File: src/rtl/alu_ctl_pipe.sv
// ============================================================================
// Module   : alu_ctl_pipe
// Brief    : Registered ALU-control decoder for ID/EX with mult/div issue FSM.
// Revision : 1.0  initial release
// ============================================================================
`default_nettype none

module alu_ctl_pipe #(
  parameter int ALUOP_W = 3,
  parameter int FUNCT_W = 6,
  parameter int CTR_W   = 4,
  parameter int MUL_LAT = 4,
  parameter int DIV_LAT = 32
) (
  input  logic               clk,
  input  logic               rst_n,
  input  logic               in_valid,
  output logic               in_ready,
  input  logic [ALUOP_W-1:0] alu_op,
  input  logic [FUNCT_W-1:0] funct,
  input  logic               stall,
  input  logic               flush,
  output logic [CTR_W-1:0]   alu_ctr,
  output logic               ctr_valid,
  output logic               illegal,
  output logic               md_busy,
  output logic               md_done
);

  localparam int c_MAX_LAT = (MUL_LAT > DIV_LAT) ? MUL_LAT : DIV_LAT;
  localparam int c_CNT_W   = $clog2(c_MAX_LAT + 1);
  localparam logic [c_CNT_W-1:0] c_MUL_LOAD = c_CNT_W'(MUL_LAT - 1);
  localparam logic [c_CNT_W-1:0] c_DIV_LOAD = c_CNT_W'(DIV_LAT - 1);
  localparam logic [3:0]   c_CODE_ADD = 4'b0010;

  typedef enum logic [0:0] {
    S_IDLE = 1'b0,
    S_BUSY = 1'b1
  } state_t;

  state_t               r_state;
  state_t               w_nextState;
  logic [c_CNT_W-1:0]   r_count;
  logic [c_CNT_W-1:0]   w_nextCount;
  logic [CTR_W-1:0]     r_aluCtr;
  logic                 r_ctrValid;
  logic                 r_illegal;
  logic [3:0]           w_code4;
  logic                 w_illegal;
  logic                 w_isMult;
  logic                 w_isDiv;
  logic                 w_accept;

  // Opcode/funct bits above the decoded range make the operation illegal.
  always_comb begin
    w_code4   = c_CODE_ADD;
    w_illegal = 1'b0;
    w_isMult  = 1'b0;
    w_isDiv   = 1'b0;
    if ((alu_op >> 3) != '0) begin
      w_illegal = 1'b1;
    end else begin
      case (alu_op[2:0])
        3'b000: w_code4 = 4'b0010;
        3'b001: w_code4 = 4'b0110;
        3'b011: w_code4 = 4'b0000;
        3'b100: w_code4 = 4'b0001;
        3'b101: w_code4 = 4'b0111;
        3'b110: w_code4 = 4'b0011;
        3'b111: w_code4 = 4'b1111;
        default: begin
          if ((funct >> 6) != '0) begin
            w_illegal = 1'b1;
          end else begin
            case (funct[5:0])
              6'b100000: w_code4 = 4'b0010;
              6'b100010: w_code4 = 4'b0110;
              6'b100100: w_code4 = 4'b0000;
              6'b100101: w_code4 = 4'b0001;
              6'b100110: w_code4 = 4'b0011;
              6'b100111: w_code4 = 4'b1100;
              6'b101010: w_code4 = 4'b0111;
              6'b101011: w_code4 = 4'b1000;
              6'b000000: w_code4 = 4'b0100;
              6'b000010: w_code4 = 4'b0101;
              6'b000011: w_code4 = 4'b1001;
              6'b011000: begin
                w_code4  = 4'b1010;
                w_isMult = 1'b1;
              end
              6'b011010: begin
                w_code4 = 4'b1011;
                w_isDiv = 1'b1;
              end
              default: w_illegal = 1'b1;
            endcase
          end
        end
      endcase
    end
  end

  assign in_ready  = rst_n & (r_state == S_IDLE) & ~stall & ~flush;
  assign w_accept  = in_valid & in_ready;
  assign md_busy   = (r_state == S_BUSY);
  // An aborting flush suppresses the completion pulse.
  assign md_done   = rst_n & ~flush & (r_state == S_BUSY) & (r_count == '0);
  assign alu_ctr   = r_aluCtr;
  assign ctr_valid = r_ctrValid;
  assign illegal   = r_illegal;

  always_ff @(posedge clk) begin
    if (!rst_n) begin
      r_state <= S_IDLE;
      r_count <= '0;
    end else begin
      r_state <= w_nextState;
      r_count <= w_nextCount;
    end
  end

  always_comb begin
    w_nextState = r_state;
    w_nextCount = r_count;
    if (flush) begin
      w_nextState = S_IDLE;
      w_nextCount = '0;
    end else begin
      case (r_state)
        S_IDLE: begin
          if (w_accept && (w_isMult || w_isDiv)) begin
            w_nextState = S_BUSY;
            w_nextCount = w_isMult ? c_MUL_LOAD : c_DIV_LOAD;
          end
        end
        default: begin
          if (r_count == '0) begin
            w_nextState = S_IDLE;
          end else begin
            w_nextCount = r_count - 1'b1;
          end
        end
      endcase
    end
  end

  always_ff @(posedge clk) begin
    if (!rst_n) begin
      r_aluCtr   <= CTR_W'(c_CODE_ADD);
      r_ctrValid <= 1'b0;
      r_illegal  <= 1'b0;
    end else if (flush) begin
      r_ctrValid <= 1'b0;
      r_illegal  <= 1'b0;
    end else if (stall) begin
      r_ctrValid <= r_ctrValid;
    end else if (w_accept) begin
      r_aluCtr   <= CTR_W'(w_code4);
      r_ctrValid <= 1'b1;
      r_illegal  <= w_illegal;
    end else begin
      r_ctrValid <= 1'b0;
      r_illegal  <= 1'b0;
    end
  end

endmodule

`default_nettype wire

File: config.mk
export PLATFORM = sky130hd
export DESIGN_NAME = alu_ctl_pipe
export DESIGN_NICKNAME = d
export VERILOG_FILES = /design/src/rtl/alu_ctl_pipe.sv
export SDC_FILE = /design/constraint.sdc
export NUM_CORES = 1
export LEC_CHECK = 0
export CAP_MARGIN = 20
export CORE_MARGIN = 2
export CORE_UTILIZATION = 52
export CTS_CLUSTER_DIAMETER = 40
export DETAILED_ROUTE_END_ITERATION = 10
export PLACE_DENSITY = 0.83
export SYNTH_ARGS = -nofsm -noshare
export SYNTH_HDL_FRONTEND = slang
export SYNTH_SLANG_ARGS = --single-unit
File: constraint.sdc
create_clock -name clk -period 4.55 [get_ports clk]
set_input_delay 0.91 -clock clk [delete_from_list [all_inputs] [get_ports clk]]
set_output_delay 0.91 -clock clk [all_outputs]
set_load 0.01 [all_outputs]
==> metrics <==
status complete, no violations; fillers 139; count of final hold-check violations 0; flop-to-flop setup slack 2490 ps; RSZ-0062 raised after global routing no; Yosys Warn Count 0; #FFs+latches synth 13; asr flop ratio synth 0%; Die W 46.60 µm; Die Height 46.60 µm; final design utilization about 70%; fin crit share 73.92%; unique cell type count in the Yosys netlist 40; Detailed Routing Iterations Pass 1 4; hold_buf cts 0; Num Clock Sinks 13; Max Slew Vio Count 0; HPWL Detailed 1635 µm; antenna cells 0; Overflow after GRT 0; dpl cells 163; Multi-input gate area 640.6 µm²; relative slew slack 62.14%; largest net degree at the start of global routing 14; cell taking the most area after synthesis dfxtp_1; Seq/Total Area, Yosys between 20 and 30%; post-synth top area share 27.59%; syn_nets roughly 140; post-CTS resize count 0; leakage 0.4231 nW; Sw Pwr roughly 0.063 mW; Remaining DRCs 0; Net Sw Frac 26.70%; Port Buffers 22; Area Growth Syn to Fin 26.52%; setup TNS 0 ps; Non-Filler Instances 167; Setup crit end kind output pin; worst hold-check path type reg2reg; Post-DRT Antenna Nets 0; Fmax 297.3 MHz; worst vdd ir 0.0001793 V; Area contributors post-synth dfxtp_1, nand2_1, nand2b_1; Routed WL per cell ~13 µm; worst skew pair latency 270 ps; Mapped Area 943.4 µm²; share of layout cells above drive strength 1 under 10%; Synth Instances 123; crit path DAT 2450 ps; startpoint types input pin; Clock power frac 30.2%; Total GRT Usage 21.88%; CTS Root Cell clkbuf_4; worst path required time approximately 3600 ps; Initial Util 55.24%; GP Congestion 0.8350; CTS tree built; I/O Pins 23; Routed WL 2210 µm; area occupied by registers approximately 260 µm²; minimum clock period 3363 ps; CP Class in2out; TritonCTS Buffers 3; initial antenna violation count 0; vias per inst 6.030; first-pass GRT wire length 3415 µm; Max Root-Sink Buffers 2; Max Fanout on Critical Path 7; skew final 3.217 ps; Clock transition at path regs 70 ps; DR iter-0 viols 32; Final setup viols 0; Pwr Density approximately 200 nW/µm²; Combinational Power Share between 20% and 30%; Post-synth EDFFs 0; FP Rows 15; core area approximately 1700 µm²; vias in the first global route 800; Post-CTS Setup Inserts 0; ys flop type dfxtp_1; Syn Area/Cell 7.670 µm²; Reg power frac 49.3%; Via Count approximately 1000; Post-synth top cells dfxtp_1, nand2_1, nor2_1; internal power 0.1723 mW; H-tree levels 1; Worst-Margin Slew 566.8 ps; die area 2171 µm²; final net count roughly 160; max_cap viols 0
-- sequential cells by signal, summed over array words and instances (netlist names) --
| name | count |
|---|---|
| r_count | 6 |
| illegal | 1 |
| md_busy | 1 |
| alu_ctr | 4 |
| ctr_valid | 1 |
-- cells in the final DEF, fill, tap and decap left out, drive strengths merged, types with 4 or more instances in the layout --
master / n
dfxtp: 13
a21oi: 7
clkdlybuf4s50: 22
nor2b: 6
nand2b: 7
nor2: 10
nand2: 14
o211ai: 5
inv: 4
clkbuf: 4
o21ai: 10
-- power groups by stage --
stage	combinational (mW)	clock (mW)	sequential, mW
finish	0.0482	0.0709	0.116
global route	0.0522	0.0772	0.116
CTS	0.0477	0.0730	0.116
detailed placement	0.0474	0	0.119
global placement	0.0463	0	0.119
floorplan	0.0252	0	0.119
-- worst max-delay path: stages --
cell,delay (ps)
clkdlybuf4s50_1,590
nand2b_1,150
nor4_1,210
clkdlybuf4s50_1,590
-- layout make-up --
cell class                      count  share of cell area, %
Tap cell                           25                  2.621
Timing Repair Buffer               22                  18.45
Sequential cell                    13                  21.80
Clock buffer                        4                  2.201
Multi-Input combinational cell     99                  53.67
Inverter                            4                  1.258
-- logic make-up (layout without fill, tap and decap cells) --
family	Yosys count	in the layout	share of synthesized area [%]
AOI/OAI and AO/OA	36	36	27.32
xor gates and xnor gates	2	2	1.857
adders and majority gates	2	2	2.387
buffers and inverters	11	30	4.508
DFF	13	13	27.59
and+or+nand+nor	59	59	36.34
-- routing by layer --
metal / track usage [%] / share of wire [%] / vias to the layer above
li1: - / - / 495
met1: 29.51 / 45 / 464
met2: 33.33 / 46 / 46
met3: 5.490 / 7.6 / 2
met4: 8.000 / 0.86 / 0
met5: 0 / 0 / -
-- per-stage QoR --
stage / setup WS [ps] / hold WS (ps) / power, mW / instance area (µm²)
finish: 1187 / 476.7 / 0.2350 / 1194
global route: 1130 / 506.3 / 0.2454 / 1194
CTS: 1179 / 481.4 / 0.2367 / 1194
detailed placement: 1221 / 470.7 / 0.1661 / 1167
global placement: 1238 / 463.5 / 0.1649 / 1167
floorplan: 2154 / 452.7 / 0.1445 / 943.4
-- path summary, 6_finish.rpt --
| kind | startpoint | depth (start not counted) | endpoint |
|---|---|---|---|
| worst max-delay path | rst_n | 4 | md_done |
| worst min-delay path | ctr_valid$_SDFFE_PP0N_ | 2 | ctr_valid$_SDFFE_PP0N_ |
| worst max register to register | r_count[0]$_SDFFE_PP0P_ | 7 | r_count[4]$_SDFFE_PP0P_ |
| worst min register to register | ctr_valid$_SDFFE_PP0N_ | 2 | ctr_valid$_SDFFE_PP0N_ |
Power figures use the tool's default switching activity.
